### src/rtl/pio_input_debounce_slave.sv
// ----------------------------------------------------------------------------
// pio_input_debounce_slave
// Avalon-MM responder that conditions raw board inputs (buttons, switches)
// for host reads. Each bit is synchronized, optionally inverted, debounced,
// edge-captured (sticky, write-1-to-clear) and can raise a maskable level IRQ.
// Register map is PIO-compatible:
//   0 data (debounced level, RO)   1 direction (reads 0)
//   2 irqmask (RW)                 3 edgecapture (R / W1C)
// Ports:
//   clk, reset            system clock, async active-high reset
//   pins_in[WIDTH]        raw asynchronous board inputs
//   avs_*                 Avalon-MM slave, fixed read latency 1, no waitrequest
//   irq                   registered level interrupt
// Reset is asserted asynchronously; the reset source is expected to deassert
// synchronously to clk, so no extra release stages are added here (that would
// shift the documented pin-to-data latency after reset).
// ----------------------------------------------------------------------------

// Per-bit input conditioning: 2-flop sync, inversion, debounce.
module pio_debounce_lane #(
    parameter int DEBOUNCE_CYCLES = 50000,
    parameter bit INV             = 1'b0
) (
    input  logic clk,
    input  logic reset,
    input  logic i_pin,
    output logic o_stable
);
    localparam int CW = (DEBOUNCE_CYCLES > 2) ? $clog2(DEBOUNCE_CYCLES) : 1;

    logic          r_sync1, r_sync2;
    logic          r_stable;
    logic [CW-1:0] r_cnt;
    logic          w_s;

    assign w_s      = r_sync2 ^ INV;
    assign o_stable = r_stable;

    always_ff @(posedge clk or posedge reset) begin
        if (reset) begin
            r_sync1  <= 1'b0;
            r_sync2  <= 1'b0;
            r_stable <= 1'b0;
            r_cnt    <= '0;
        end else begin
            r_sync1 <= i_pin;
            r_sync2 <= r_sync1;
            // Count consecutive cycles the level differs from the accepted
            // one; any return to the accepted level restarts the count.
            if (w_s == r_stable) begin
                r_cnt <= '0;
            end else if (r_cnt == CW'(DEBOUNCE_CYCLES - 1)) begin
                r_stable <= w_s;
                r_cnt    <= '0;
            end else begin
                r_cnt <= r_cnt + 1'b1;
            end
        end
    end
endmodule

module pio_input_debounce_slave #(
    parameter int               WIDTH           = 16,
    parameter int               DEBOUNCE_CYCLES = 50000,
    parameter int               EDGE_TYPE       = 1,
    parameter logic [WIDTH-1:0] INVERT_MASK     = '0
) (
    input  logic             clk,
    input  logic             reset,
    input  logic [WIDTH-1:0] pins_in,
    input  logic [1:0]       avs_address,
    input  logic             avs_read,
    input  logic             avs_write,
    input  logic [31:0]      avs_writedata,
    output logic [31:0]      avs_readdata,
    output logic             avs_readdatavalid,
    output logic             irq
);
    logic [WIDTH-1:0] w_stable;
    logic [WIDTH-1:0] w_edge;
    logic [WIDTH-1:0] w_clr;
    logic [31:0]      w_rd;
    logic             w_unused;

    logic [WIDTH-1:0] r_stable_d;
    logic [WIDTH-1:0] r_edgecap;
    logic [WIDTH-1:0] r_irqmask;
    logic [31:0]      r_readdata;
    logic             r_readdatavalid;
    logic             r_irq;

    // Write data above WIDTH has no destination.
    assign w_unused = ^avs_writedata;

    for (genvar g = 0; g < WIDTH; g++) begin : g_lane
        pio_debounce_lane #(
            .DEBOUNCE_CYCLES (DEBOUNCE_CYCLES),
            .INV             (INVERT_MASK[g])
        ) u_lane (
            .clk      (clk),
            .reset    (reset),
            .i_pin    (pins_in[g]),
            .o_stable (w_stable[g])
        );
    end

    // Edge of the debounced level; lands in edgecap one cycle after stable moves.
    always_comb begin
        w_edge = '0;
        case (EDGE_TYPE)
            0:       w_edge = w_stable & ~r_stable_d;
            1:       w_edge = ~w_stable & r_stable_d;
            default: w_edge = w_stable ^ r_stable_d;
        endcase
    end

    assign w_clr = (avs_write && avs_address == 2'd3) ? avs_writedata[WIDTH-1:0] : '0;

    always_comb begin
        w_rd = '0;
        case (avs_address)
            2'd0:    w_rd[WIDTH-1:0] = w_stable;
            2'd2:    w_rd[WIDTH-1:0] = r_irqmask;
            2'd3:    w_rd[WIDTH-1:0] = r_edgecap;
            default: w_rd = '0;
        endcase
    end

    always_ff @(posedge clk or posedge reset) begin
        if (reset) begin
            r_stable_d      <= '0;
            r_edgecap       <= '0;
            r_irqmask       <= '0;
            r_readdata      <= '0;
            r_readdatavalid <= 1'b0;
            r_irq           <= 1'b0;
        end else begin
            r_stable_d <= w_stable;
            // Set beats a same-cycle clear so no edge is ever lost.
            r_edgecap  <= (r_edgecap & ~w_clr) | w_edge;
            if (avs_write && avs_address == 2'd2)
                r_irqmask <= avs_writedata[WIDTH-1:0];
            // Read samples pre-write state when read and write collide.
            if (avs_read)
                r_readdata <= w_rd;
            r_readdatavalid <= avs_read;
            r_irq           <= |(r_edgecap & r_irqmask);
        end
    end

    assign avs_readdata      = r_readdata;
    assign avs_readdatavalid = r_readdatavalid;
    assign irq               = r_irq;
endmodule
### config.mk
export PLATFORM = sky130hd
export DESIGN_NAME = pio_input_debounce_slave
export DESIGN_NICKNAME = d
export VERILOG_FILES = /design/src/rtl/pio_input_debounce_slave.sv
export SDC_FILE = /design/constraint.sdc
export NUM_CORES = 1
export LEC_CHECK = 0
export CAP_MARGIN = 20
export CORE_MARGIN = 5
export CORE_UTILIZATION = 60
export DETAILED_ROUTE_END_ITERATION = 10
export GPL_TIMING_DRIVEN = 0
export MAX_ROUTING_LAYER = met4
export PLACE_DENSITY = 0.77
export REMOVE_ABC_BUFFERS = 1
export SETUP_SLACK_MARGIN = 0.05
export SKIP_LAST_GASP = 1
export SYNTH_ARGS = -nofsm -noshare
export SYNTH_HDL_FRONTEND = slang
export SYNTH_SLANG_ARGS = --single-unit
### constraint.sdc
create_clock -name clk -period 23.1 [get_ports clk]
set_input_delay 2.31 -clock clk [delete_from_list [all_inputs] [get_ports clk]]
set_output_delay 2.31 -clock clk [all_outputs]
set_load 0.05 [all_outputs]
==> impl_metrics.csv, run 1 <==
group,metric,value,unit
global_routing,grtUsageTotal,21.9,%
sta,clock.fmax,0.225,GHz
global_routing,grt_antenna_before_repair,1,
placement,place_area,17700,µm²
power,p_per_area,75.0,nW/µm²
hold_path,hp-class,"reg2reg",
synth,netlist_area,16800,µm²
cts,cts_root_buffer,"clkbuf_16",
cts,clockBufferDepth,3,
sta,fin_ws,18.66,ns
cts,h-tree-depth,2,
placement,gp_congestion,0.859,
cts,cts_tree,"built",
power,pwr-share-comb,6.6,%
synth,ys_ff_latch,370,
synth,synth_top_family_by_area,"simple AND/OR/NAND/NOR gates",
power,p_total,1.43,mW
sta,period_share,19.2,%
cts,postCtsResizedCells,0,
die,dieHeight,178,µm
cts,cts.reportedPaths.clkPinSlew,0.06,ns
synth,synth_xor_area_share,12.0,%
sta,rsz0062_at_grt,"no",
placement,dp_slack,18.13,ns
critical_path,critPathKind,"in2reg",
die,io_pins,88,
synth,synth_compound_area_share,3.72,%
critical_path,crit_required,23.49,ns
synth,synth_top_area_share,55.0,%
critical_path,cp-end-kind,"flop",
synth,synthMuxAreaShare,3.21,%
sta,fin_tns_setup,0,ns
critical_path,critPathMaxFanout,19,
cells_and_area,seq_area,9260,µm²
routing,routed-via-count,11600,
outcome,outcome,"complete, no violations",
power,peakVddDrop,0.0462,mV
routing,wl_per_cell,15.7,µm
routing,drt_iter0_drc,812,
power,switchingPower,326,µW
synth,syn_inst,1605,
power,pwr-share-seq,48.0,%
synth,yosys.area_share.simple,21.6,%
sta,min_period,4.44,ns
synth,synth-seq-area-share,55.0,%
sta,hold_ws,0.346,ns
routing,firstDrtPassIters,5,
die,die_area,31500,µm²
synth,synth_fa_ha_area_share,1.19,%
global_routing,grt_max_degree,135,
cts,worstSkewPairLatency,0.52,ns
sta,tightest_slew,0.936,ns
routing,drtAntennaViolNets,0,
synth,ys_top_cells_by_area,"dfrtp_1 (55%), xnor2_1 (8.9%), nor2_1 (6.6%)",
cells_and_area,fin_area,19100,µm²
synth,synth.avg_cell_area,10.5,µm²
cts,numClockSinks,370,
cts,post_cts.repair.setup_buffers,0,
cts,holdBufCountCts,0,
global_routing,grt_pass1_vias,11600,
synth,synth-edff-count,0,
cells_and_area,drive_gt1_share,7.52,%
routing,via_per_inst,5.57,
synth,synth_ff_type,"dfrtp_1",
cells_and_area,multi_input_area,7090,µm²
cells_and_area,fin_util,68.6,%
placement,port_buffers,55,
synth,yosys.cell_count.top_type,"dfrtp_1",
power,intPower,1.10,mW
die,num_rows,61,
power,p_leak,7.87,nW
die,core-area,27800,µm²
power,power_switching_share,22.8,%
cells_and_area,nNetsFinal,1743,
flow_run,drv_cap,0,
synth,synth_top_cell_by_area,"dfrtp_1",
global_routing,grt-ovfl-total,0,
global_routing,grt_pass1_wl,56100,µm
synth,ys_types,42,
cts,cts_buffers,40,
cells_and_area,syn_to_final_growth,13.3,%
sta,max_slew_margin,37.4,%
critical_path,cp.arrival,4.83,ns
synth,ys_async_sr_fraction,100,%
power,p_clk_share,45.3,%
placement,dpl.hpwl,21000,µm
sta,skew,0.0107,ns
cells_and_area,num-fill-cells,2073,
sta,finalHoldViolCount,0,
sta,slew_viol_final,0,
die,start_util,60.6,%
synth,synthTopCellsByCount,"dfrtp_1 (370), nor2_1 (294), xnor2_1 (171)",
sta,final-setup-viol-count,0,
routing,drc,0,
die,chipWidth,178,µm
cells_and_area,fin_cells,2081,
routing,wirelength,32600,µm
critical_path,startpoint_type,"input pin",
placement,place_inst,2009,
synth,ys_warn_count,0,
[routing by layer]
metal / vias to the layer above / wire length, µm / track usage (%)
li1: 5637 / - / -
met2: 185 / 15700 / 34.8
met5: - / 0 / -
met3: 53 / 1130 / 3.47
met1: 5721 / 15000 / 29.6
met4: 0 / 749 / 6.67
[logic make-up after synthesis]
| family | count (synthesis) |
|---|---|
| XOR/XNOR | 231 |
| other | 1 |
| AO/OA/AOI/OAI | 79 |
| adder cells (fa/ha/maj) | 16 |
| AND/OR/NAND/NOR | 746 |
| multiplexers | 48 |
| buffers and inverters | 114 |
| flip-flops | 370 |
[worst paths after layout]
check                                                startpoint                                   end  slack (ns)  cells past startpoint
setup reg to reg           g_lane[10].u_lane.r_cnt[0]$_DFF_PP0_  g_lane[10].u_lane.r_cnt[9]$_DFF_PP0_       21.01                      4
max in group asynchronous                                 reset  g_lane[13].u_lane.r_cnt[8]$_DFF_PP0_       19.14                      4
hold reg to reg             g_lane[14].u_lane.r_sync1$_DFF_PP0_   g_lane[14].u_lane.r_sync2$_DFF_PP0_        0.35                      0
setup / recovery                                 avs_address[1]              r_irqmask[5]$_DFFE_PP0P_       18.66                      3
hold / removal              g_lane[14].u_lane.r_sync1$_DFF_PP0_   g_lane[14].u_lane.r_sync2$_DFF_PP0_        0.35                      0
min in group asynchronous                                 reset   g_lane[12].u_lane.r_sync1$_DFF_PP0_        2.36                      2
[power by group through the flow]
stage	combinational, mW	clock, mW	sequential [mW]
after global routing	0.105	0.691	0.689
final	0.0949	0.648	0.687
after detailed placement	0.0955	0	0.698
after CTS	0.0967	0.663	0.687
after floorplan	0.0482	0	0.708
after global placement	0.0916	0	0.698
[flip-flops by register name, summed over array words and instances, names as in the netlist]
register / count
g_lane.u_lane.r_cnt: 256
r_irqmask: 16
g_lane.u_lane.r_sync1: 16
g_lane.u_lane.o_stable: 16
g_lane.u_lane.r_sync2: 16
avs_readdatavalid: 1
irq: 1
avs_readdata: 16
r_stable_d: 16
r_edgecap: 16
[placed cells by master (no fill, tap or decap), types with 5 or more instances in the layout]
| master | instances |
|---|---|
| dfrtp_1 | 370 |
| nand4_1 | 68 |
| a21oi_1 | 24 |
| clkbuf_8 | 10 |
| nor2_1 | 294 |
| nor3_1 | 53 |
| o41ai_4 | 6 |
| nor4_1 | 71 |
| clkdlybuf4s50_1 | 55 |
| xor2_1 | 60 |
| inv_1 | 65 |
| o31ai_1 | 5 |
| nor4bb_1 | 18 |
| a22oi_1 | 16 |
| and3_1 | 27 |
| ha_1 | 16 |
| or4_1 | 5 |
| nor4b_1 | 8 |
| clkbuf_16 | 41 |
| conb_1 | 16 |
| clkbuf_1 | 7 |
| mux2_2 | 48 |
| o21ai_0 | 15 |
| xnor2_1 | 171 |
| clkinv_2 | 8 |
| nand3_1 | 90 |
| nand2_1 | 95 |
[cell type report]
type / instances / area share [%]
Antenna cell: 2 / 0.0262
Clock buffer: 58 / 6.24
Clock inverter: 12 / 0.840
Inverter: 66 / 1.34
Multi-Input combinational cell: 1136 / 37.2
Sequential cell: 370 / 48.6
Tap cell: 378 / 2.48
Timing Repair Buffer: 59 / 3.36
[critical path, stage by stage]
cell             delay (ns)
clkdlybuf4s50_1        1.07
nand3b_1               0.88
mux2_2                 0.56
(Power assumes the default switching activity.)
==> run 2, diff against run 1 <==
--- a/config.mk
+++ b/config.mk
@@ -7,11 +7,11 @@
 export LEC_CHECK = 0
 export CAP_MARGIN = 20
 export CORE_MARGIN = 5
-export CORE_UTILIZATION = 60
+export CORE_UTILIZATION = 54
 export DETAILED_ROUTE_END_ITERATION = 10
 export GPL_TIMING_DRIVEN = 0
 export MAX_ROUTING_LAYER = met4
-export PLACE_DENSITY = 0.77
+export PLACE_DENSITY = 0.73
 export REMOVE_ABC_BUFFERS = 1
 export SETUP_SLACK_MARGIN = 0.05
 export SKIP_LAST_GASP = 1
==> constraint.sdc (replaced) <==
create_clock -name clk -period 3.7 [get_ports clk]
set_input_delay 0.37 -clock clk [delete_from_list [all_inputs] [get_ports clk]]
set_output_delay 0.37 -clock clk [all_outputs]
set_load 0.05 [all_outputs]
==> impl_metrics.csv, run 2 (synthesized netlist as in run 1, its figures left out) <==
group,metric,value,unit
outcome,outcome,"complete, no violations",
hold_path,hold_path_end,"g_lane[2].u_lane.r_sync1$_DFF_PP0_",
critical_path,timing.critical_path.buf_inv,1,
cts,worstSkewPairLatency,0.53,ns
flow_run,drv_cap,0,
critical_path,max_stage_delay,1.10,ns
sta,tightest_slew,1.02,ns
critical_path,crit_slowest_cell,"clkdlybuf4s50_1",
cells_and_area,num-fill-cells,2415,
power,pwr-share-comb,6.4,%
sta,finalHoldViolCount,0,
cts,post_cts.repair.setup_buffers,0,
placement,gp_congestion,0.844,
routing,firstDrtPassIters,5,
critical_path,critPathMaxFanout,19,
cts,cts_buffers,41,
power,p_leak,7.95,nW
sta,clock.fmax,0.397,GHz
cts,cts_root_buffer,"clkbuf_16",
die,die_area,34800,µm²
global_routing,grt_pass1_wl,56500,µm
hold_path,hp-class,"in2reg",
critical_path,path_cells,"clkdlybuf4s50_1 > nand3b_1 > mux2_2",
cells_and_area,nNetsFinal,1745,
cts,numClockSinks,370,
critical_path,cp_num_cells,3,
power,pwr-share-seq,46.5,%
critical_path,startpoint_type,"input pin",
cts,clockBufferDepth,3,
cells_and_area,final_common_cell,"dfrtp_1",
power,peakVddDrop,0.348,mV
routing,drc,0,
die,chipWidth,187,µm
die,core-area,30700,µm²
cts,postCtsResizedCells,0,
global_routing,grt_max_degree,102,
cts,cts.reportedPaths.clkPinSlew,0.06,ns
routing,wirelength,32300,µm
global_routing,grt_antenna_before_repair,3,
routing,via_per_inst,5.52,
global_routing,grtUsageTotal,19.2,%
routing,routed-via-count,11600,
power,p_per_area,479,nW/µm²
hold_path,hold_start,"pins_in[2]",
placement,dpl.hpwl,21200,µm
cells_and_area,top_register,"g_lane.u_lane.r_cnt",
power,power_switching_share,22.6,%
power,p_clk_share,47.1,%
routing,drtAntennaViolNets,0,
routing,wl_per_cell,15.3,µm
cells_and_area,largest_reg_flops,256,
cts,cts_tree,"built",
cells_and_area,fin_cells,2106,
hold_path,worstHoldPathCells,1,
die,dieHeight,187,µm
sta,min_period,2.52,ns
sta,period_share,68.0,%
critical_path,critPathTopFamily,"buffers and inverters",
sta,max_slew_margin,32.0,%
critical_path,cp-end-kind,"flop",
sta,final-setup-viol-count,0,
cts,h-tree-depth,2,
critical_path,timing.rr.end,"g_lane[1].u_lane.r_cnt[2]$_DFF_PP0_",
critical_path,crit_required,4.10,ns
critical_path,reg2regPathDepth,4,
global_routing,grt-ovfl-total,0,
die,io_pins,88,
die,num_rows,64,
critical_path,cp.arrival,2.92,ns
placement,place_inst,2028,
placement,port_buffers,55,
sta,hold_ws,0.285,ns
power,intPower,7.14,mW
sta,skew,0.0162,ns
sta,slew_viol_final,0,
critical_path,critPathKind,"in2reg",
global_routing,grt_pass1_vias,11700,
cells_and_area,drive_gt1_share,7.97,%
cells_and_area,syn_to_final_growth,14.4,%
routing,drt_iter0_drc,670,
die,start_util,54.9,%
cells_and_area,layout.cells.most_common_list,"dfrtp_1 (370), nor2_1 (294), xnor2_1 (171)",
critical_path,r2r-start,"g_lane[1].u_lane.r_cnt[12]$_DFF_PP0_",
cts,holdBufCountCts,0,
power,switchingPower,2.09,mW
critical_path,r2r_setup_slack,1.62,ns
sta,rsz0062_at_grt,"no",
run 2: per-layer routing:
metal | routed length, µm | vias to the layer above | GRT usage (%)
met5 | 0 | - | -
met4 | 979 | 0 | 6.78
met3 | 1310 | 82 | 3.20
met2 | 15100 | 209 | 29.6
met1 | 14900 | 5695 | 26.1
li1 | - | 5642 | -
run 2: final cells by class:
class / instances / area, µm² / area share, %
timing repair buffer: 60 / 676 / 3.51
clock buffer: 62 / 1290 / 6.68
inverter: 66 / 255 / 1.32
sequential: 370 / 9260 / 48.1
tap: 396 / 495 / 2.57
clock inverter: 13 / 200 / 1.04
antenna: 3 / 7.51 / 0.0390
multi-input combinational: 1136 / 7090 / 36.8
run 2: how the worst max path moves through the flow:
| stage | startpoint | slack (ns) | endpoint |
|---|---|---|---|
| 6_report | avs_address[1] | 1.18 | r_irqmask[10]$_DFFE_PP0P_ |
| 5_1_grt | avs_address[1] | 1.08 | r_irqmask[15]$_DFFE_PP0P_ |
| 4_1_cts | avs_address[1] | 1.20 | r_irqmask[7]$_DFFE_PP0P_ |
| 3_5_place_dp | avs_address[1] | 0.65 | r_irqmask[4]$_DFFE_PP0P_ |
| 3_3_place_gp | reset | -11.08 | g_lane[13].u_lane.r_cnt[13]$_DFF_PP0_ |
| 2_1_floorplan | reset | -6.94 | avs_readdata[0]$_DFFE_PP0P_ |
run 2: power groups by stage:
stage	sequential (mW)	clock, mW	combinational [mW]
after global routing	4.30	4.63	0.653
after CTS	4.29	4.46	0.605
final	4.29	4.35	0.593
after detailed placement	4.36	0	0.600
after floorplan	4.42	0	0.301
after global placement	4.36	0	0.573
run 2: stage by stage:
step	cell area [µm²]	utilization, %	setup slack, ns	total power [mW]	TNS [ns]
after global routing	19300	62.8	1.08	9.59	0
after floorplan	16600	-	-6.94	4.72	-2569.23
after CTS	19300	62.8	1.20	9.35	0
after detailed placement	17800	57.9	0.653	4.96	0
final	19300	62.8	1.18	9.23	0
after global placement	17600	57.5	-11.08	4.93	-4092.47
==> run 3, diff against run 2 <==
--- a/config.mk
+++ b/config.mk
@@ -7,11 +7,11 @@
 export LEC_CHECK = 0
 export CAP_MARGIN = 20
 export CORE_MARGIN = 5
-export CORE_UTILIZATION = 54
+export CORE_UTILIZATION = 60
 export DETAILED_ROUTE_END_ITERATION = 10
 export GPL_TIMING_DRIVEN = 0
 export MAX_ROUTING_LAYER = met4
-export PLACE_DENSITY = 0.73
+export PLACE_DENSITY = 0.77
 export REMOVE_ABC_BUFFERS = 1
 export SETUP_SLACK_MARGIN = 0.05
 export SKIP_LAST_GASP = 1
==> constraint.sdc (replaced) <==
create_clock -name clk -period 2.4 [get_ports clk]
set_input_delay 0.24 -clock clk [delete_from_list [all_inputs] [get_ports clk]]
set_output_delay 0.24 -clock clk [all_outputs]
set_load 0.05 [all_outputs]
==> impl_metrics.csv, run 3 (synthesized netlist as in run 1, its figures left out) <==
group,metric,value,unit
outcome,outcome,"complete, no violations",
sta,fin_tns_setup,0,ns
critical_path,cp-end-kind,"flop",
cells_and_area,nNetsFinal,1744,
global_routing,grt_pass1_wl,56100,µm
sta,tightest_slew,0.962,ns
global_routing,grt_max_degree,135,
routing,firstDrtPassIters,5,
cells_and_area,num-fill-cells,2075,
sta,finalHoldViolCount,0,
routing,via_per_inst,5.60,
critical_path,cp.arrival,2.52,ns
sta,period_share,87.1,%
critical_path,startpoint_type,"input pin",
hold_path,hp-class,"in2reg",
die,io_pins,88,
critical_path,crit_slowest_cell,"clkdlybuf4s50_1",
routing,drtAntennaViolNets,0,
die,num_rows,61,
die,die_area,31500,µm²
critical_path,path_cells,"clkdlybuf4s50_1 > nor2_1 > buf_4 > a22oi_1 > a21oi_1",
sta,rsz0062_at_grt,"no",
sta,slew_viol_final,0,
critical_path,critPathMaxFanout,19,
cells_and_area,layout.cells.most_common_list,"dfrtp_1 (370), nor2_1 (294), xnor2_1 (171)",
cts,cts.reportedPaths.clkPinSlew,0.06,ns
cts,cts_buffers,40,
cells_and_area,fin_cells,2082,
flow_run,drv_cap,0,
sta,clock.fmax,0.479,GHz
routing,wl_per_cell,15.7,µm
placement,dpl.hpwl,21000,µm
die,start_util,60.6,%
die,chipWidth,178,µm
cts,postCtsResizedCells,0,
global_routing,grt_antenna_before_repair,1,
sta,final-setup-viol-count,0,
die,core-area,27800,µm²
power,p_leak,7.87,nW
cells_and_area,top_register,"g_lane.u_lane.r_cnt",
cells_and_area,final_common_cell,"dfrtp_1",
sta,hold_ws,0.159,ns
critical_path,critPathKind,"in2reg",
critical_path,timing.critical_path.buf_inv,2,
power,peakVddDrop,0.445,mV
routing,routed-via-count,11700,
global_routing,grt-ovfl-total,0,
cts,cts_root_buffer,"clkbuf_16",
cts,worstSkewPairLatency,0.52,ns
placement,port_buffers,55,
cells_and_area,largest_reg_flops,256,
cts,h-tree-depth,2,
critical_path,critPathTopFamily,"buffers and inverters",
cts,numClockSinks,370,
sta,max_slew_margin,35.7,%
placement,place_inst,2009,
cts,clockBufferDepth,3,
global_routing,grt_pass1_vias,11600,
sta,min_period,2.09,ns
sta,skew,0.0122,ns
die,dieHeight,178,µm
routing,drc,0,
power,p_total,13.8,mW
cells_and_area,drive_gt1_share,7.58,%
routing,wirelength,32700,µm
cts,cts_tree,"built",
routing,drt_iter0_drc,889,
global_routing,grtUsageTotal,21.9,%
power,p_per_area,722,nW/µm²
critical_path,max_stage_delay,0.91,ns
placement,gp_congestion,0.859,
critical_path,crit_required,2.83,ns
cells_and_area,syn_to_final_growth,13.3,%
==> run 3: cell count changes in the layout (fill, tap and decap cells not counted) <==
cell        delta
inv_6          -1
buf_16         -1
bufinv_16      -1
clkinv_4       -1
clkbuf_16      -2
clkinvlp_4     -1
clkbuf_1       +2
diode_2        -1
buf_4          +2
buf_8          -1
clkbuf_8       -4
clkinv_2       +3
==> run 3: layer usage <==
metal  vias up  routed length, µm  share of wire (%)  track usage [%]
met1      5752              15000                 46             29.5
met3        59               1250                3.8             3.47
met2       197              15600                 48             34.9
met5         -                  0                  0                -
met4         0                782                2.4             6.67
li1       5644                  -                  -                -
==> run 3: path summary, 6_finish.rpt <==
| path | from | endpoint | slack (ns) | cells past startpoint |
|---|---|---|---|---|
| setup / recovery | avs_address[1] | avs_readdata[15]$_DFFE_PP0P_ | 0.31 | 5 |
| hold / removal | pins_in[2] | g_lane[2].u_lane.r_sync1$_DFF_PP0_ | 0.16 | 1 |
| setup reg to reg | g_lane[10].u_lane.r_cnt[0]$_DFF_PP0_ | g_lane[10].u_lane.r_cnt[9]$_DFF_PP0_ | 0.31 | 4 |
| hold reg to reg | g_lane[6].u_lane.r_sync1$_DFF_PP0_ | g_lane[6].u_lane.r_sync2$_DFF_PP0_ | 0.35 | 0 |
| max in group asynchronous | reset | g_lane[13].u_lane.r_cnt[7]$_DFF_PP0_ | 0.51 | 4 |
| min in group asynchronous | reset | g_lane[12].u_lane.r_sync1$_DFF_PP0_ | 0.29 | 2 |
==> run 3: per-stage QoR <==
step,area (µm²),setup WS [ns],util (%)
after floorplan,16600,-8.11,-
after global placement,17600,-12.14,63.4
after detailed placement,17700,-0.500,63.8
after CTS,19100,0.0507,68.6
after global routing,19100,0.0886,68.7
final,19100,0.310,68.7
==> run 3: power breakdown <==
group          switching, mW  internal [mW]  total [mW]
clock network           2.39           3.86        6.25
registers              0.171           6.44        6.61
logic                  0.587          0.328       0.915
==> run 3: worst register-to-register path, stage by stage, from the launching register on <==
cell and delay (ns):
dfrtp_1 0.39, ha_1 0.21, nand3_1 0.33, o41ai_4 0.87, nor2_1 0.13
==> run 3: timing repair <==
| item | in CTS | in global routing |
|---|---|---|
| hold endpoints to repair | 0 | 0 |
| pin swaps | 1 | 1 |
| hold buffers | 0 | 0 |
| setup endpoints to repair | 16 | 16 |
| buffers inserted | 0 | 1 |
==> run 3: layout make-up <==
type	count	area (µm²)	area share [%]
sequential	370	9260	48.5
multi-input combinational	1136	7090	37.1
clock buffer	58	1190	6.24
timing repair buffer	60	648	3.40
tap	378	473	2.48
inverter	66	255	1.34
clock inverter	12	160	0.840
antenna	2	5.00	0.0262
